## src/rtl/rr_merge_tfifo.sv

```systemverilog
// Round-robin merge of NUM_INPUTS handshake channels into one tagged stream
// through a shared transparent FIFO; define RR_MERGE_OCCUPANCY_EN for occupancy/full_o ports.
module rr_merge_tfifo #(
  parameter int NUM_INPUTS = 2,
  parameter int SLOTS = 2,
  parameter int DATA_WIDTH = 32,
  localparam int INDEX_WIDTH = (NUM_INPUTS > 2) ? $clog2(NUM_INPUTS) : 1,
  localparam int OCC_WIDTH = $clog2(SLOTS + 1)
) (
  input  logic                             clk,
  input  logic                             rst,
  input  logic [NUM_INPUTS*DATA_WIDTH-1:0] ins,
  input  logic [NUM_INPUTS-1:0]            ins_valid,
  output logic [NUM_INPUTS-1:0]            ins_ready,
  output logic [DATA_WIDTH-1:0]            outs,
  output logic [INDEX_WIDTH-1:0]           outs_index,
  output logic                             outs_valid,
  input  logic                             outs_ready
`ifdef RR_MERGE_OCCUPANCY_EN
  ,
  output logic [OCC_WIDTH-1:0]             occupancy,
  output logic                             full_o
`endif
);

  localparam int PTR_WIDTH = (SLOTS > 1) ? $clog2(SLOTS) : 1;
  localparam logic [OCC_WIDTH-1:0]   FULL_COUNT = OCC_WIDTH'(SLOTS);
  localparam logic [PTR_WIDTH-1:0]   LAST_SLOT  = PTR_WIDTH'(SLOTS - 1);
  localparam logic [INDEX_WIDTH-1:0] LAST_INPUT = INDEX_WIDTH'(NUM_INPUTS - 1);

  logic [INDEX_WIDTH-1:0] rr_ptr_q, rr_ptr_d;
  logic [PTR_WIDTH-1:0]   head_q, head_d, tail_q, tail_d;
  logic [OCC_WIDTH-1:0]   count_q, count_d;
  logic [DATA_WIDTH-1:0]  data_mem_q [SLOTS];
  logic [INDEX_WIDTH-1:0] idx_mem_q  [SLOTS];

  logic                   grant_valid;
  logic [INDEX_WIDTH-1:0] grant;
  logic [DATA_WIDTH-1:0]  grant_data;
  logic                   empty, full, can_accept, accept, pop, push, pop_buf;

  always_comb begin
    logic [INDEX_WIDTH-1:0] cand;
    cand        = rr_ptr_q;
    grant_valid = 1'b0;
    grant       = '0;
    for (int unsigned k = 0; k < NUM_INPUTS; k++) begin
      if (!grant_valid && ins_valid[cand]) begin
        grant_valid = 1'b1;
        grant       = cand;
      end
      cand = (cand == LAST_INPUT) ? '0 : cand + INDEX_WIDTH'(1);
    end
    grant_data = ins[int'(grant)*DATA_WIDTH +: DATA_WIDTH];
  end

  // Handshakes are gated by rst so nothing is offered or taken while reset is low.
  always_comb begin
    empty      = (count_q == '0);
    full       = (count_q == FULL_COUNT);
    can_accept = !full || outs_ready;
    accept     = rst && grant_valid && can_accept;
    ins_ready  = '0;
    if (accept) ins_ready[grant] = 1'b1;
    if (empty) begin
      outs       = grant_data;
      outs_index = grant;
      outs_valid = rst && grant_valid;
    end else begin
      outs       = data_mem_q[head_q];
      outs_index = idx_mem_q[head_q];
      outs_valid = rst;
    end
    pop     = outs_valid && outs_ready;
    push    = accept && !(empty && pop);
    pop_buf = pop && !empty;
  end

  always_comb begin
    tail_d   = tail_q;
    head_d   = head_q;
    rr_ptr_d = rr_ptr_q;
    if (push) tail_d = (tail_q == LAST_SLOT) ? '0 : tail_q + PTR_WIDTH'(1);
    if (pop_buf) head_d = (head_q == LAST_SLOT) ? '0 : head_q + PTR_WIDTH'(1);
    if (accept) rr_ptr_d = (grant == LAST_INPUT) ? '0 : grant + INDEX_WIDTH'(1);
    count_d = count_q + OCC_WIDTH'(push) - OCC_WIDTH'(pop_buf);
  end

  always_ff @(posedge clk) begin
    if (!rst) begin
      rr_ptr_q <= '0;
      head_q   <= '0;
      tail_q   <= '0;
      count_q  <= '0;
    end else begin
      rr_ptr_q <= rr_ptr_d;
      head_q   <= head_d;
      tail_q   <= tail_d;
      count_q  <= count_d;
    end
  end

  always_ff @(posedge clk) begin
    if (push) begin
      data_mem_q[tail_q] <= grant_data;
      idx_mem_q[tail_q]  <= grant;
    end
  end

`ifdef RR_MERGE_OCCUPANCY_EN
  assign occupancy = count_q;
  assign full_o    = full;
`endif

endmodule

```

## config.mk

```make
export PLATFORM = sky130hd
export DESIGN_NAME = rr_merge_tfifo
export DESIGN_NICKNAME = d
export VERILOG_FILES = /design/src/rtl/rr_merge_tfifo.sv
export SDC_FILE = /design/constraint.sdc
export NUM_CORES = 1
export LEC_CHECK = 0
export BUFFER_PORTS_ARGS = -buffer_cell sky130_fd_sc_hd__buf_2
export CORE_ASPECT_RATIO = 2
export CORE_MARGIN = 2
export CORE_UTILIZATION = 56
export CTS_CLUSTER_DIAMETER = 50
export DETAILED_ROUTE_END_ITERATION = 8
export PLACE_DENSITY = 0.85
export REMOVE_ABC_BUFFERS = 1
export SLEW_MARGIN = 10
export SYNTH_ARGS = -nofsm -noshare
export SYNTH_HDL_FRONTEND = slang
export SYNTH_SLANG_ARGS = --single-unit
```

## constraint.sdc

```tcl
create_clock -name clk -period 7.55 [get_ports clk]
set_clock_uncertainty 0.15 [all_clocks]
set_input_delay 1.1325 -clock clk [delete_from_list [all_inputs] [get_ports clk]]
set_output_delay 1.1325 -clock clk [all_outputs]
set_load 0.05 [all_outputs]
```

==> results.py, run 1 <==
metrics = {
    "critical_path": {
        "cpMaxStageDelayCell": "inv_1",
        "crit_buf_inv": 3,
        "crit_chain": "buf_2, inv_1, o21ai_0, a31oi_1, buf_2",
        "path_class": "input port to primary output",
        "cpPeakStageDelay_ns": 0.64,
        "path_common_cell": "buf_2",
        "crit_path_start_kind": "input port",
        "worstPathRequired_ns": 6.27,
        "cpLargestDelayFamily": "buffers and inverters",
        "critPathCaptureType": "primary output",
        "worstPathMaxFanout": 38,
        "arrival_ns": 3.23,
    },
    "global_route": {
        "busiest_layer": "met2",
        "grt_pass1_vias": 2776,
        "grt.overflow.total": 0,
        "gr-usage-met3": 0.0429,
        "grt_pass1_wl_mm": 12.9,
        "antenna_found_initial": 0,
        "grt_use_met1": 0.279,
        "grt_max_degree": 67,
        "use_met2": 0.441,
        "grtUsageTotal": 0.249,
    },
    "cts": {
        "cts_resized": 0,
        "clockBufferDepth": 2,
        "cts_max_level": 3,
        "clock-sinks": 72,
        "ctsRootBufferMaster": "clkbuf_16",
        "cts-hold-fix-buffers": 0,
        "cts_tree": "built",
        "path_clk_slew_ns": 0.05,
        "cts_setup_buffers": 0,
        "numCtsBuffers": 9,
        "clock_latency_ns": 0.32,
    },
    "power": {
        "powerDensity_nw_per_um2": 412,
        "irDropWorstVdd_mv": 0.260,
        "power_leakage_nw": 1.73,
    },
    "synthesis": {
        "yosys_warnings": 0,
        "yosys.cell_types.count": 31,
        "syn-cell-area_um2": 3580,
        "synth-seq-cells": 72,
        "ys_seq_area_frac": 0.587,
        "syn_avg_cell_area_um2": 10.7,
        "synthCells": 335,
    },
    "die": {
        "core-area_um2": 6260,
        "ios": 105,
        "fp.dieArea_um2": 7090,
        "fp.dieW_um": 60.6,
        "fp-row-count": 41,
        "initial_utilization": 0.572,
        "die_h_um": 117,
    },
    "routing": {
        "vias": 3070,
        "routed_via_density": 5.96,
        "route.detailed.drc": 0,
        "drt_iter0_markers": 211,
        "firstDrtPassIters": 4,
        "antenna_left": 0,
        "drt_wl_total_mm": 8.66,
        "avgRoutedWirePerCell_um": 16.8,
    },
    "placement": {
        "portBuffers": 104,
        "dpl_worst_slack_ns": 3.12,
        "hpwl_mm": 5.57,
        "dpl.cell_count": 499,
        "gp_congestion": 0.779,
    },
    "outcome": {
        "status": "finished clean",
    },
    "timing": {
        "final_max_slew_viol_count": 0,
        "setup-tns-final_ns": 0,
        "setup_viol_count_final": 0,
        "rsz0062_at_grt": "no",
        "min_period_ns": 4.52,
        "layout_setup_ws_ns": 3.03,
        "final_hold_viol_count": 0,
        "post-route-period-util": 0.598,
        "tightest_slew_ns": 1.14,
        "fmax_mhz": 221,
        "maxSlewHeadroom": 0.238,
    },
    "hold_path": {
        "hold_class": "flop to flop",
    },
    "finish": {
        "final_common_cell": "buf_2",
        "postLayoutCoreUtil": 0.706,
        "mostFrequentLayoutCells": "buf_2 (104), edfxtp_1 (66), nor2b_1 (34)",
        "nets": 495,
        "drive_gt1_frac": 0.294,
        "antenna_cells": 0,
        "fin_cells": 515,
        "syn2layout_area_growth_pct": 23.4,
    },
    "job": {
        "drv_cap": 0,
    },
}
kinds of logic (layout without fill, tap and decap cells):
group / after synthesis / in the layout / synth area share
fa+ha+maj: 2 / 2 / 0.00698
xor+xnor: 3 / 3 / 0.00734
simple gates: 120 / 120 / 0.170
buf+inv: 33 / 127 / 0.0451
compound gates: 105 / 105 / 0.184
flops: 72 / 72 / 0.587
through the flow:
step | total power, mW | area, um2 | hold WS (ns)
floorplan | 1.18 | 3440 | 0.305
global placement | 1.37 | 4110 | 0.326
detailed placement | 1.39 | 4110 | 0.342
CTS | 1.83 | 4420 | 0.363
global route | 1.91 | 4420 | 0.403
finish | 1.82 | 4420 | 0.357
layer usage:
metal  vias to the layer above  share of wire
li1                       1452              -
met1                      1460           0.36
met2                       139           0.56
met3                        19          0.055
met4                         0          0.026
met5                         -              0
registers in the layout, indices dropped and copies added (netlist names), named ones only:
register	count
data_mem_q	64
count_q	2
idx_mem_q	2
head_q	1
rr_ptr_q	1
tail_q	1
where the power goes:
group	internal, mW	total [mW]	switching (mW)
clock network	0.287	0.436	0.148
logic	0.194	0.822	0.627
registers	0.511	0.563	0.0523
total	0.993	1.82	0.828
synth_stat cells (all sizes together):
library cell | instances | area share
a211oi | 33 | 0.069
nor2 | 10 | 0.010
o21ai | 33 | 0.046
and2b | 1 | 0.0021
nand2 | 33 | 0.035
a311oi | 1 | 0.0024
edfxtp | 66 | 0.55
ha | 2 | 0.0070
nand2b | 1 | 0.0017
nor2b | 34 | 0.059
and2 | 2 | 0.0038
xnor2 | 1 | 0.0024
nor3 | 1 | 0.0014
nor4bb | 1 | 0.0028
clkbuf | 9 | 0.0098
or2 | 1 | 0.0017
nand3 | 33 | 0.046
a31oi | 33 | 0.058
inv | 5 | 0.0052
o211ai | 2 | 0.0042
xor2 | 2 | 0.0049
dfxtp | 6 | 0.034
or3b | 1 | 0.0024
nand4 | 1 | 0.0017
a21oi | 3 | 0.0042
buf | 19 | 0.030
or3 | 1 | 0.0017
path summary, 6_finish.rpt:
check	startpoint	to	slack (ns)	depth (start not counted)
setup / recovery	ins_valid[1]	outs[22]	3.03	5
hold / removal	head_q	head_q	0.36	2
setup reg to reg	count_q[1]	count_q[1]	5.20	8
hold reg to reg	head_q	head_q	0.36	2
worst min-delay path, delay by kind of cell (launching register included):
| family | cells | cell delay, ns |
|---|---|---|
| AND/OR/NAND/NOR | 1 | 0.08 |
| XOR/XNOR | 1 | 0.08 |
| flip-flops | 1 | 0.32 |
layout make-up:
type / count / area (um2)
clock buffer: 10 / 229
inverter: 5 / 18.8
sequential: 72 / 2100
tap: 86 / 108
fill: 489 / 1840
timing repair buffer: 106 / 536
clock inverter: 6 / 83.8
multi-input combinational: 230 / 1340
(Power assumes the default switching activity.)
==> run 2: changes to the inputs <==
--- a/config.mk
+++ b/config.mk
@@ -8,10 +8,10 @@
 export BUFFER_PORTS_ARGS = -buffer_cell sky130_fd_sc_hd__buf_2
 export CORE_ASPECT_RATIO = 2
 export CORE_MARGIN = 2
-export CORE_UTILIZATION = 56
+export CORE_UTILIZATION = 52
 export CTS_CLUSTER_DIAMETER = 50
 export DETAILED_ROUTE_END_ITERATION = 8
-export PLACE_DENSITY = 0.85
+export PLACE_DENSITY = 0.8
 export REMOVE_ABC_BUFFERS = 1
 export SLEW_MARGIN = 10
 export SYNTH_ARGS = -nofsm -noshare
==> constraint.sdc (replaced) <==
create_clock -name clk -period 4.5 [get_ports clk]
set_clock_uncertainty 0.15 [all_clocks]
set_input_delay 0.675 -clock clk [delete_from_list [all_inputs] [get_ports clk]]
set_output_delay 0.675 -clock clk [all_outputs]
set_load 0.05 [all_outputs]
==> run 2 against run 1 <==
Register-to-register slack got worse by 3.1 ns. Highest routed layer unchanged. Critical path depth stayed put. Die area up 7.3%. Combinational power grew 68%. Setup slack got worse by 1.9 ns. Global-route usage is 2.1 points lower. Total power up 62%. Clock-buffer cell count down 1. Design area fell by 0.68%. Core utilization decreased by 4.3 points.
==> results.py, run 2 (synthesis results as in run 1) <==
metrics = {
    "outcome": {
        "status": "finished clean",
    },
    "die": {
        "core-area_um2": 6620,
        "fp.dieW_um": 62.7,
        "ios": 105,
        "initial_utilization": 0.541,
        "die_h_um": 121,
        "fp.dieArea_um2": 7610,
        "fp-row-count": 42,
    },
    "cts": {
        "cts_max_level": 3,
        "path_clk_slew_ns": 0.05,
        "ctsRootBufferMaster": "clkbuf_16",
        "clock-sinks": 72,
        "clockBufferDepth": 2,
        "cts_resized": 0,
        "cts_tree": "built",
        "numCtsBuffers": 9,
        "cts_setup_buffers": 0,
        "cts-hold-fix-buffers": 0,
        "clock_latency_ns": 0.32,
    },
    "timing": {
        "tightest_slew_ns": 1.12,
        "final_max_slew_viol_count": 0,
        "post-route-period-util": 0.741,
        "min_period_ns": 3.34,
        "rsz0062_at_grt": "no",
        "setup-tns-final_ns": 0,
        "final_hold_viol_count": 0,
        "maxSlewHeadroom": 0.251,
        "setup_viol_count_final": 0,
        "fmax_mhz": 300,
    },
    "global_route": {
        "antenna_found_initial": 0,
        "grt_pass1_vias": 2855,
        "grt_pass1_wl_mm": 13.3,
        "grt.overflow.total": 0,
        "grtUsageTotal": 0.228,
        "grt_max_degree": 67,
    },
    "routing": {
        "drt_iter0_markers": 130,
        "firstDrtPassIters": 4,
        "antenna_left": 0,
        "avgRoutedWirePerCell_um": 16.7,
        "vias": 2979,
        "route.detailed.drc": 0,
        "routed_via_density": 5.75,
        "drt_wl_total_mm": 8.63,
    },
    "hold_path": {
        "hold_class": "flop to flop",
    },
    "power": {
        "p_total_mw": 2.96,
        "powerDensity_nw_per_um2": 674,
        "power_leakage_nw": 1.71,
        "irDropWorstVdd_mv": 0.453,
    },
    "placement": {
        "hpwl_mm": 5.64,
        "portBuffers": 104,
        "gp_congestion": 0.755,
    },
    "critical_path": {
        "arrival_ns": 2.51,
        "crit_path_start_kind": "input port",
        "critPathCaptureType": "primary output",
        "worstPathMaxFanout": 32,
        "path_class": "input port to primary output",
        "worstPathRequired_ns": 3.67,
    },
    "finish": {
        "largest_reg_flops": 64,
        "reg_top3": "data_mem_q x64, count_q x2, idx_mem_q x2",
        "syn2layout_area_growth_pct": 22.5,
        "top_register": "data_mem_q",
        "final_common_cell": "buf_2",
        "nets": 496,
        "antenna_cells": 0,
        "mostFrequentLayoutCells": "buf_2 (104), edfxtp_1 (66), nor2b_1 (34)",
        "fill_cells": 547,
        "drive_gt1_frac": 0.298,
    },
    "job": {
        "drv_cap": 0,
    },
}
==> run 2: final timing paths <==
| path | start | end | slack, ns | cells past startpoint |
|---|---|---|---|---|
| max | ins_valid[0] | outs[25] | 1.16 | 5 |
| max reg2reg | count_q[1] | count_q[1] | 2.09 | 8 |
| min | rr_ptr_q | rr_ptr_q | 0.36 | 1 |
| min reg2reg | rr_ptr_q | rr_ptr_q | 0.36 | 1 |
==> run 2: worst max-delay path, stage by stage <==
cell and delay (ns):
buf_2 0.13, and2b_1 0.87, o21ai_0 0.28, a31oi_1 0.25
buf_2 0.30
==> run 2: cell type report <==
class | count | area, um2 | area share
Clock buffer | 9 | 225 | 0.0513
Sequential cell | 72 | 2100 | 0.479
Inverter | 5 | 18.8 | 0.00428
Timing Repair Buffer | 107 | 543 | 0.124
Tap cell | 88 | 110 | 0.0251
Clock inverter | 7 | 47.5 | 0.0108
Multi-Input combinational cell | 230 | 1340 | 0.306
==> run 2: metal layers <==
metal	routed length, um	part of all wire	GRT usage
met5	0	0	0
met4	108	0.013	0.0861
met3	260	0.030	0.0390
met2	4970	0.58	0.433
met1	3290	0.38	0.247
==> run 2: per-stage QoR <==
step                      cell area, um2  cells  utilization  hold slack [ns]  setup slack (ns)
after floorplan                     3440    307            -            0.305             0.177
after global placement              4120    502        0.622            0.334              1.31
after detailed placement            4120    502        0.622            0.338              1.22
after CTS                           4390    518        0.663            0.348              1.22
after global routing                4390    518        0.663            0.378              1.05
final                               4390    518        0.663            0.361              1.16
==> run 2: where the power goes <==
| group | switching (mW) | internal (mW) | total [mW] |
|---|---|---|---|
| logic | 1.05 | 0.326 | 1.38 |
| registers | 0.0885 | 0.857 | 0.946 |
| clock network | 0.260 | 0.371 | 0.631 |
